[config.mk]
export PLATFORM = sky130hd
export DESIGN_NAME = marin_disp_ctrl
export DESIGN_NICKNAME = d
export VERILOG_FILES = /design/src/rtl/marin_pkg.sv /design/src/rtl/hex7seg.sv /design/src/rtl/marin_disp_ctrl.sv
export SDC_FILE = /design/constraint.sdc
export NUM_CORES = 1
export LEC_CHECK = 0
export BUFFER_PORTS_ARGS = -buffer_cell sky130_fd_sc_hd__clkbuf_2
export CORE_AREA = 2 2 83 85
export CTS_BUF_LIST = sky130_fd_sc_hd__clkbuf_4 sky130_fd_sc_hd__clkbuf_8 sky130_fd_sc_hd__clkbuf_16
export DETAILED_ROUTE_END_ITERATION = 7
export DIE_AREA = 0 0 85 87
export GPL_ROUTABILITY_DRIVEN = 0
export MAX_ROUTING_LAYER = met4
export PLACE_DENSITY = 0.78
export RECOVER_POWER = 100
export SETUP_SLACK_MARGIN = 0.3
export SYNTH_ARGS = -nofsm -noshare
export SYNTH_HDL_FRONTEND = slang
export SYNTH_SLANG_ARGS = --single-unit
export TNS_END_PERCENT = 10
[constraint.sdc]
create_clock -name clk_i -period 2.9 [get_ports clk_i]
set_clock_uncertainty 0.1 [all_clocks]
set_input_delay 0.58 -clock clk_i [delete_from_list [all_inputs] [get_ports clk_i]]
set_output_delay 0.58 -clock clk_i [all_outputs]
set_load 0.1 [all_outputs]
[src/rtl/marin_pkg.sv]
// Shared definitions for the Marin display controller: register map, CTRL layout,
// scan FSM encoding and small helpers used by the top level.
package marin_pkg;

    localparam logic [1:0] ADDR_DATA   = 2'd0;
    localparam logic [1:0] ADDR_CTRL   = 2'd1;
    localparam logic [1:0] ADDR_STATUS = 2'd2;
    localparam logic [1:0] ADDR_RSVD   = 2'd3;

    localparam int unsigned CTRL_EN_BIT    = 0;
    localparam int unsigned CTRL_BLANK_LSB = 4;
    localparam int unsigned CTRL_DP_LSB    = 8;
    localparam logic [15:0] CTRL_MASK      = 16'h0FF1;

    localparam logic [1:0] ST_IDLE  = 2'b00;
    localparam logic [1:0] ST_ON    = 2'b01;
    localparam logic [1:0] ST_BLANK = 2'b10;

    function automatic logic [3:0] nibble_of(input logic [15:0] word, input logic [1:0] idx);
        logic [3:0] n;
        n = '0;
        case (idx)
            2'd0: n = word[3:0];
            2'd1: n = word[7:4];
            2'd2: n = word[11:8];
            2'd3: n = word[15:12];
            default: n = '0;
        endcase
        return n;
    endfunction

    function automatic logic [15:0] byte_merge(input logic [15:0] old_word,
                                               input logic [15:0] new_word,
                                               input logic [1:0]  sel);
        logic [15:0] w;
        w = old_word;
        if (sel[0]) w[7:0]  = new_word[7:0];
        if (sel[1]) w[15:8] = new_word[15:8];
        return w;
    endfunction

endpackage

[src/rtl/hex7seg.sv]
// Nibble to active-low 7-segment pattern {g,f,e,d,c,b,a}; purely combinational.
module hex7seg (
    input  logic [3:0] nibble,
    output logic [6:0] seg
);

    always_comb begin
        seg = 7'h7F;
        case (nibble)
            4'h0: seg = 7'h40;
            4'h1: seg = 7'h79;
            4'h2: seg = 7'h24;
            4'h3: seg = 7'h30;
            4'h4: seg = 7'h19;
            4'h5: seg = 7'h12;
            4'h6: seg = 7'h02;
            4'h7: seg = 7'h78;
            4'h8: seg = 7'h00;
            4'h9: seg = 7'h10;
            4'hA: seg = 7'h08;
            4'hB: seg = 7'h03;
            4'hC: seg = 7'h46;
            4'hD: seg = 7'h21;
            4'hE: seg = 7'h06;
            4'hF: seg = 7'h0E;
            default: seg = 7'h7F;
        endcase
    end

endmodule

[src/rtl/marin_disp_ctrl.sv]
// Wishbone slave holding the display word and control register, plus the digit-scan
// scheduler driving the shared active-low seg/an pins of a 4-digit display.
module marin_disp_ctrl
    import marin_pkg::*;
#(
    parameter int unsigned DIGIT_CYCLES = 50000,
    parameter int unsigned BLANK_CYCLES = 1000,
    parameter logic [15:0] CTRL_RESET   = 16'h0001
) (
    input  logic        clk_i,
    input  logic        rst_i,
    input  logic        wb_cyc_i,
    input  logic        wb_stb_i,
    input  logic        wb_we_i,
    input  logic [1:0]  wb_adr_i,
    input  logic [1:0]  wb_sel_i,
    input  logic [15:0] wb_dat_i,
    output logic [15:0] wb_dat_o,
    output logic        wb_ack_o,
    output logic [7:0]  seg,
    output logic [3:0]  an
);

    localparam int unsigned CW = $clog2(DIGIT_CYCLES);
    localparam int unsigned ON_CYCLES = DIGIT_CYCLES - BLANK_CYCLES;
    localparam logic [CW-1:0] ON_LAST    = CW'(ON_CYCLES - 1);
    localparam logic [CW-1:0] BLANK_LAST = CW'(BLANK_CYCLES - 1);

    logic [15:0]   data_reg;
    logic [15:0]   ctrl_reg;
    logic          accept;
    logic [15:0]   rdata;

    logic [1:0]    state;
    logic [1:0]    state_nx;
    logic [1:0]    digit;
    logic [1:0]    digit_nx;
    logic [CW-1:0] cnt;
    logic [CW-1:0] cnt_nx;
    logic          load;
    logic          enable;

    logic [3:0]    sh_nibble;
    logic          sh_blank;
    logic          sh_dp;
    logic [6:0]    hex_seg;

    // ------------------------------------------------------------------
    // Bus interface
    // ------------------------------------------------------------------
    assign accept = wb_cyc_i & wb_stb_i & ~wb_ack_o;
    assign enable = ctrl_reg[CTRL_EN_BIT];

    always_comb begin
        rdata = '0;
        case (wb_adr_i)
            ADDR_DATA:   rdata = data_reg;
            ADDR_CTRL:   rdata = ctrl_reg & CTRL_MASK;
            ADDR_STATUS: rdata = {12'h000, state, digit};
            ADDR_RSVD:   rdata = '0;
            default:     rdata = '0;
        endcase
    end

    always_ff @(posedge clk_i) begin
        if (rst_i) begin
            wb_ack_o <= 1'b0;
            wb_dat_o <= '0;
            data_reg <= '0;
            ctrl_reg <= CTRL_RESET & CTRL_MASK;
        end else begin
            wb_ack_o <= accept;
            wb_dat_o <= (accept && !wb_we_i) ? rdata : '0;
            if (accept && wb_we_i) begin
                case (wb_adr_i)
                    ADDR_DATA: data_reg <= byte_merge(data_reg, wb_dat_i, wb_sel_i);
                    ADDR_CTRL: ctrl_reg <= byte_merge(ctrl_reg, wb_dat_i, wb_sel_i) & CTRL_MASK;
                    default:   ;
                endcase
            end
        end
    end

    // ------------------------------------------------------------------
    // Scan scheduler
    // ------------------------------------------------------------------
    always_comb begin
        state_nx = state;
        digit_nx = digit;
        cnt_nx   = cnt + 1'b1;
        load     = 1'b0;
        if (!enable) begin
            state_nx = ST_IDLE;
            digit_nx = '0;
            cnt_nx   = '0;
        end else begin
            case (state)
                ST_IDLE: begin
                    state_nx = ST_ON;
                    digit_nx = '0;
                    cnt_nx   = '0;
                    load     = 1'b1;
                end
                ST_ON: begin
                    if (cnt == ON_LAST) begin
                        state_nx = ST_BLANK;
                        cnt_nx   = '0;
                    end
                end
                ST_BLANK: begin
                    if (cnt == BLANK_LAST) begin
                        state_nx = ST_ON;
                        digit_nx = digit + 2'd1;
                        cnt_nx   = '0;
                        load     = 1'b1;
                    end
                end
                default: begin
                    state_nx = ST_IDLE;
                    digit_nx = '0;
                    cnt_nx   = '0;
                end
            endcase
        end
    end

    // Shadow is sampled with the incoming digit so a mid-slot register write waits for the next slot.
    always_ff @(posedge clk_i) begin
        if (rst_i) begin
            state     <= ST_IDLE;
            digit     <= '0;
            cnt       <= '0;
            sh_nibble <= '0;
            sh_blank  <= 1'b0;
            sh_dp     <= 1'b0;
        end else begin
            state <= state_nx;
            digit <= digit_nx;
            cnt   <= cnt_nx;
            if (load) begin
                sh_nibble <= nibble_of(data_reg, digit_nx);
                sh_blank  <= ctrl_reg[CTRL_BLANK_LSB + 32'(digit_nx)];
                sh_dp     <= ctrl_reg[CTRL_DP_LSB + 32'(digit_nx)];
            end
        end
    end

    hex7seg u_hex7seg (
        .nibble (sh_nibble),
        .seg    (hex_seg)
    );

    // ------------------------------------------------------------------
    // Registered pin drivers
    // ------------------------------------------------------------------
    always_ff @(posedge clk_i) begin
        if (rst_i) begin
            an  <= 4'hF;
            seg <= 8'hFF;
        end else if (state == ST_ON) begin
            an  <= sh_blank ? 4'hF : ~(4'b0001 << digit);
            seg <= {~sh_dp, hex_seg};
        end else begin
            an  <= 4'hF;
            seg <= 8'hFF;
        end
    end

endmodule
==> impl_metrics.env <==
export IMPL_drc=0
export IMPL_drv_slew=0
export IMPL_max_freq_mhz=392
export IMPL_path_depth=7
export IMPL_wl_per_cell_um=15.5
export IMPL_cp_slowest_cell="or4b_4"
export IMPL_nets=479
export IMPL_grt_pass1_vias=2751
export IMPL_num_rows=30
export IMPL_timing_final_hold_violations=0
export IMPL_drive_above_1_share_pct=10.6
export IMPL_ys_types=51
export IMPL_dp_hpwl_um=5910
export IMPL_antenna_found_initial=0
export IMPL_ir_drop_mv=0.454
export IMPL_yosys_most_used_dff="dfxtp_1"
export IMPL_ys_seq_area_share_pct=44.7
export IMPL_clkLatencyLatePin_ns=0.36
export IMPL_cts_tree="yes"
export IMPL_critPathLaunchType="flop"
export IMPL_drt_iter0_markers=301
export IMPL_grt_pass1_wl_um=13400
export IMPL_fillers=543
export IMPL_reg2reg_from="cnt[5]"
export IMPL_fin_setup_tns_ns=0
export IMPL_ant_nets=0
export IMPL_critical_path_endpoint="sh_nibble[1]"
export IMPL_cts_root_buf="clkbuf_8"
export IMPL_total_power_w=0.00256
export IMPL_placed_cells=507
export IMPL_finalSetupViolCount=0
export IMPL_synthCells=384
export IMPL_end_kind="flop"
export IMPL_synth_top_cell_by_area="dfxtp_1"
export IMPL_status="complete, no violations"
export IMPL_synth_edf_count=0
export IMPL_path_delay_family="simple AND/OR/NAND/NOR gates"
export IMPL_arrival_ns=2.71
export IMPL_ys_ff_latch=80
export IMPL_r2r_slack_ns=0.35
export IMPL_worst_pin_slew_ns=1.18
export IMPL_vias=2927
export IMPL_dieArea_um2=7400
export IMPL_path_clk_slew_ns=0.09
export IMPL_syn_area_um2=3580
export IMPL_cts_hold_buf=0
export IMPL_synthTopCellsByArea="dfxtp_1 45%, mux2i_1 12%, nor2_1 6.8%"
export IMPL_viasPerCell=5.60
export IMPL_port_buffers=53
export IMPL_r2r_cells=7
export IMPL_gr_usage_all_layers_pct=23.6
export IMPL_grt_max_degree=25
export IMPL_die_w_um=85
export IMPL_critPathLaunch="cnt[5]"
export IMPL_drt_pass1_iter_count=5
export IMPL_rsz0062_at_grt="true"
export IMPL_path_cells="or4b_4, nor4_4, buf_4, mux2_1, a21oi_1, a21oi_1, a32o_1"
export IMPL_stdcell_count=523
export IMPL_critPathBufInv=1
export IMPL_synthesis_nets=425
export IMPL_synth_top_area_share_pct=44.7
export IMPL_p_per_area_nw_per_um2=625
export IMPL_ys_warn_count=0
export IMPL_ys_async_sr_fraction_pct=0
export IMPL_multi_input_area_um2=1870
export IMPL_htreeDepth=3
export IMPL_max_cap_violations=0
export IMPL_max_stage_delay_ns=0.51
export IMPL_ios=54
export IMPL_fin_crit_sh_pct=87.9
export IMPL_cpMostUsedCell="a21oi_1"
export IMPL_hp_class="flop to flop"
export IMPL_seq_area_um2=1600
export IMPL_p_leak_nw=1.72
export IMPL_cts_made_buffers=9
export IMPL_syn_avg_cell_area_um2=9.33
export IMPL_reg2reg_to="sh_nibble[1]"
export IMPL_start_util_pct=54.5
export IMPL_cts_num_sinks=80
export IMPL_cp_max_fo=10
export IMPL_min_period_ns=2.55
export IMPL_relSlewSlack_pct=21.5
export IMPL_core_area_um2=6570
export IMPL_grt_overflow_total=0
export IMPL_area_delta_synth_final_pct=14.6
export IMPL_crit_type="flop to flop"
export IMPL_wirelength_um=8110
export IMPL_die_h_um=87
export IMPL_diodes=0
export IMPL_worst_endpoint_required_ns=3.06
export IMPL_clockBufferDepth=2
export IMPL_final_util_pct=62.5
-- where the power goes --
part / switching (W) / internal (W) / leakage [nW]
registers: 0.0000280 / 0.00114 / 0.646
clock network: 0.000416 / 0.000499 / 0.107
logic: 0.000369 / 0.000114 / 0.963
-- how the worst min path moves through the flow --
stage | startpoint | end | slack, ns | cells after the start
after floorplan | sh_dp | seg[7] | 0.26 | 1
after global placement | sh_dp | seg[7] | 0.28 | 1
after detailed placement | sh_dp | seg[7] | 0.29 | 1
after CTS | sh_dp | seg[7] | 0.31 | 1
after global routing | sh_dp | seg[7] | 0.35 | 1
final | sh_dp | seg[7] | 0.32 | 1
-- worst reg2reg max path, cell delays in order, from the launching register on --
cell and delay, ns:
dfxtp_1 0.41, or4b_4 0.51, nor4_4 0.21, buf_4 0.24, mux2_1 0.47, a21oi_1 0.18, a21oi_1 0.11, a32o_1 0.22
-- Yosys cell counts, drive strengths merged, types with 2 or more instances --
master,count
inv,16
and4,2
xnor2,6
dfxtp,80
a221oi,2
mux2i,42
nor3,4
nand4,4
o211ai,5
nand3,11
nor2,65
a22oi,4
ha,16
a21oi,12
nor4,3
o21ai,7
or2,2
and2,5
nand2b,4
a32o,6
buf,2
o31ai,2
nand2,26
or3,8
and3,6
nor3b,3
nor2b,4
xor2,8
o22ai,2
a211oi,2
clkbuf,11
-- layer usage --
layer,GRT usage [%],vias to the layer above,part of all wire (%)
met2,36.4,110,46
met4,10.4,0,1.8
met3,3.70,11,6.2
met1,30.8,1368,46
met5,-,-,0
li1,-,1438,-
-- placed cells by master, fill, tap and decap left out, types with 3 or more instances in the layout --
cell type	count
nor2_1	65
ha_1	16
a21oi_1	12
a22oi_1	4
clkbuf_8	9
or3_1	7
nand4_1	4
a32o_1	6
clkbuf_1	30
and2_0	3
nor3_1	4
clkbuf_2	23
o211ai_1	5
inv_1	15
nand2b_1	4
nand3_1	11
and3_1	6
o21ai_0	5
mux2i_1	42
nor2b_1	4
xor2_1	8
xnor2_1	6
dfxtp_1	80
nand2_1	26
buf_4	3
nor3b_1	3
-- area by class of cell --
type,instances,share of cell area [%]
Multi-Input combinational cell,275,45.5
Sequential cell,80,39.0
Clock buffer,10,3.20
Clock inverter,6,2.26
Inverter,16,1.46
Timing Repair Buffer,56,6.10
Tap cell,80,2.44
-- stage by stage --
step           area, um^2  worst slack [ns]  hold WS (ns)
6_report             4110             0.350         0.316
5_1_grt              4110             0.223         0.351
4_1_cts              4140             0.358         0.306
3_5_place_dp         3920             0.371         0.287
3_3_place_gp         3920             0.489         0.281
2_1_floorplan        3580             0.575         0.258
-- kinds of logic after synthesis --
kind of cell             synth area share (%)
AO/OA/AOI/OAI                            9.99
XOR/XNOR                                 3.42
adder cells (fa/ha/maj)                  5.59
buffers and inverters                    3.07
flip-flops                               44.7
multiplexers                             12.7
AND/OR/NAND/NOR                          20.5
-- repair_timing --
| action | CTS | global route |
|---|---|---|
| endpoints found under the hold margin | 0 | 0 |
| setup endpoints to repair | 0 | 5 |
| resized for setup | 0 | 2 |
| setup buffers | 0 | 0 |
No activity file was read; power rests on OpenSTA's default activity.
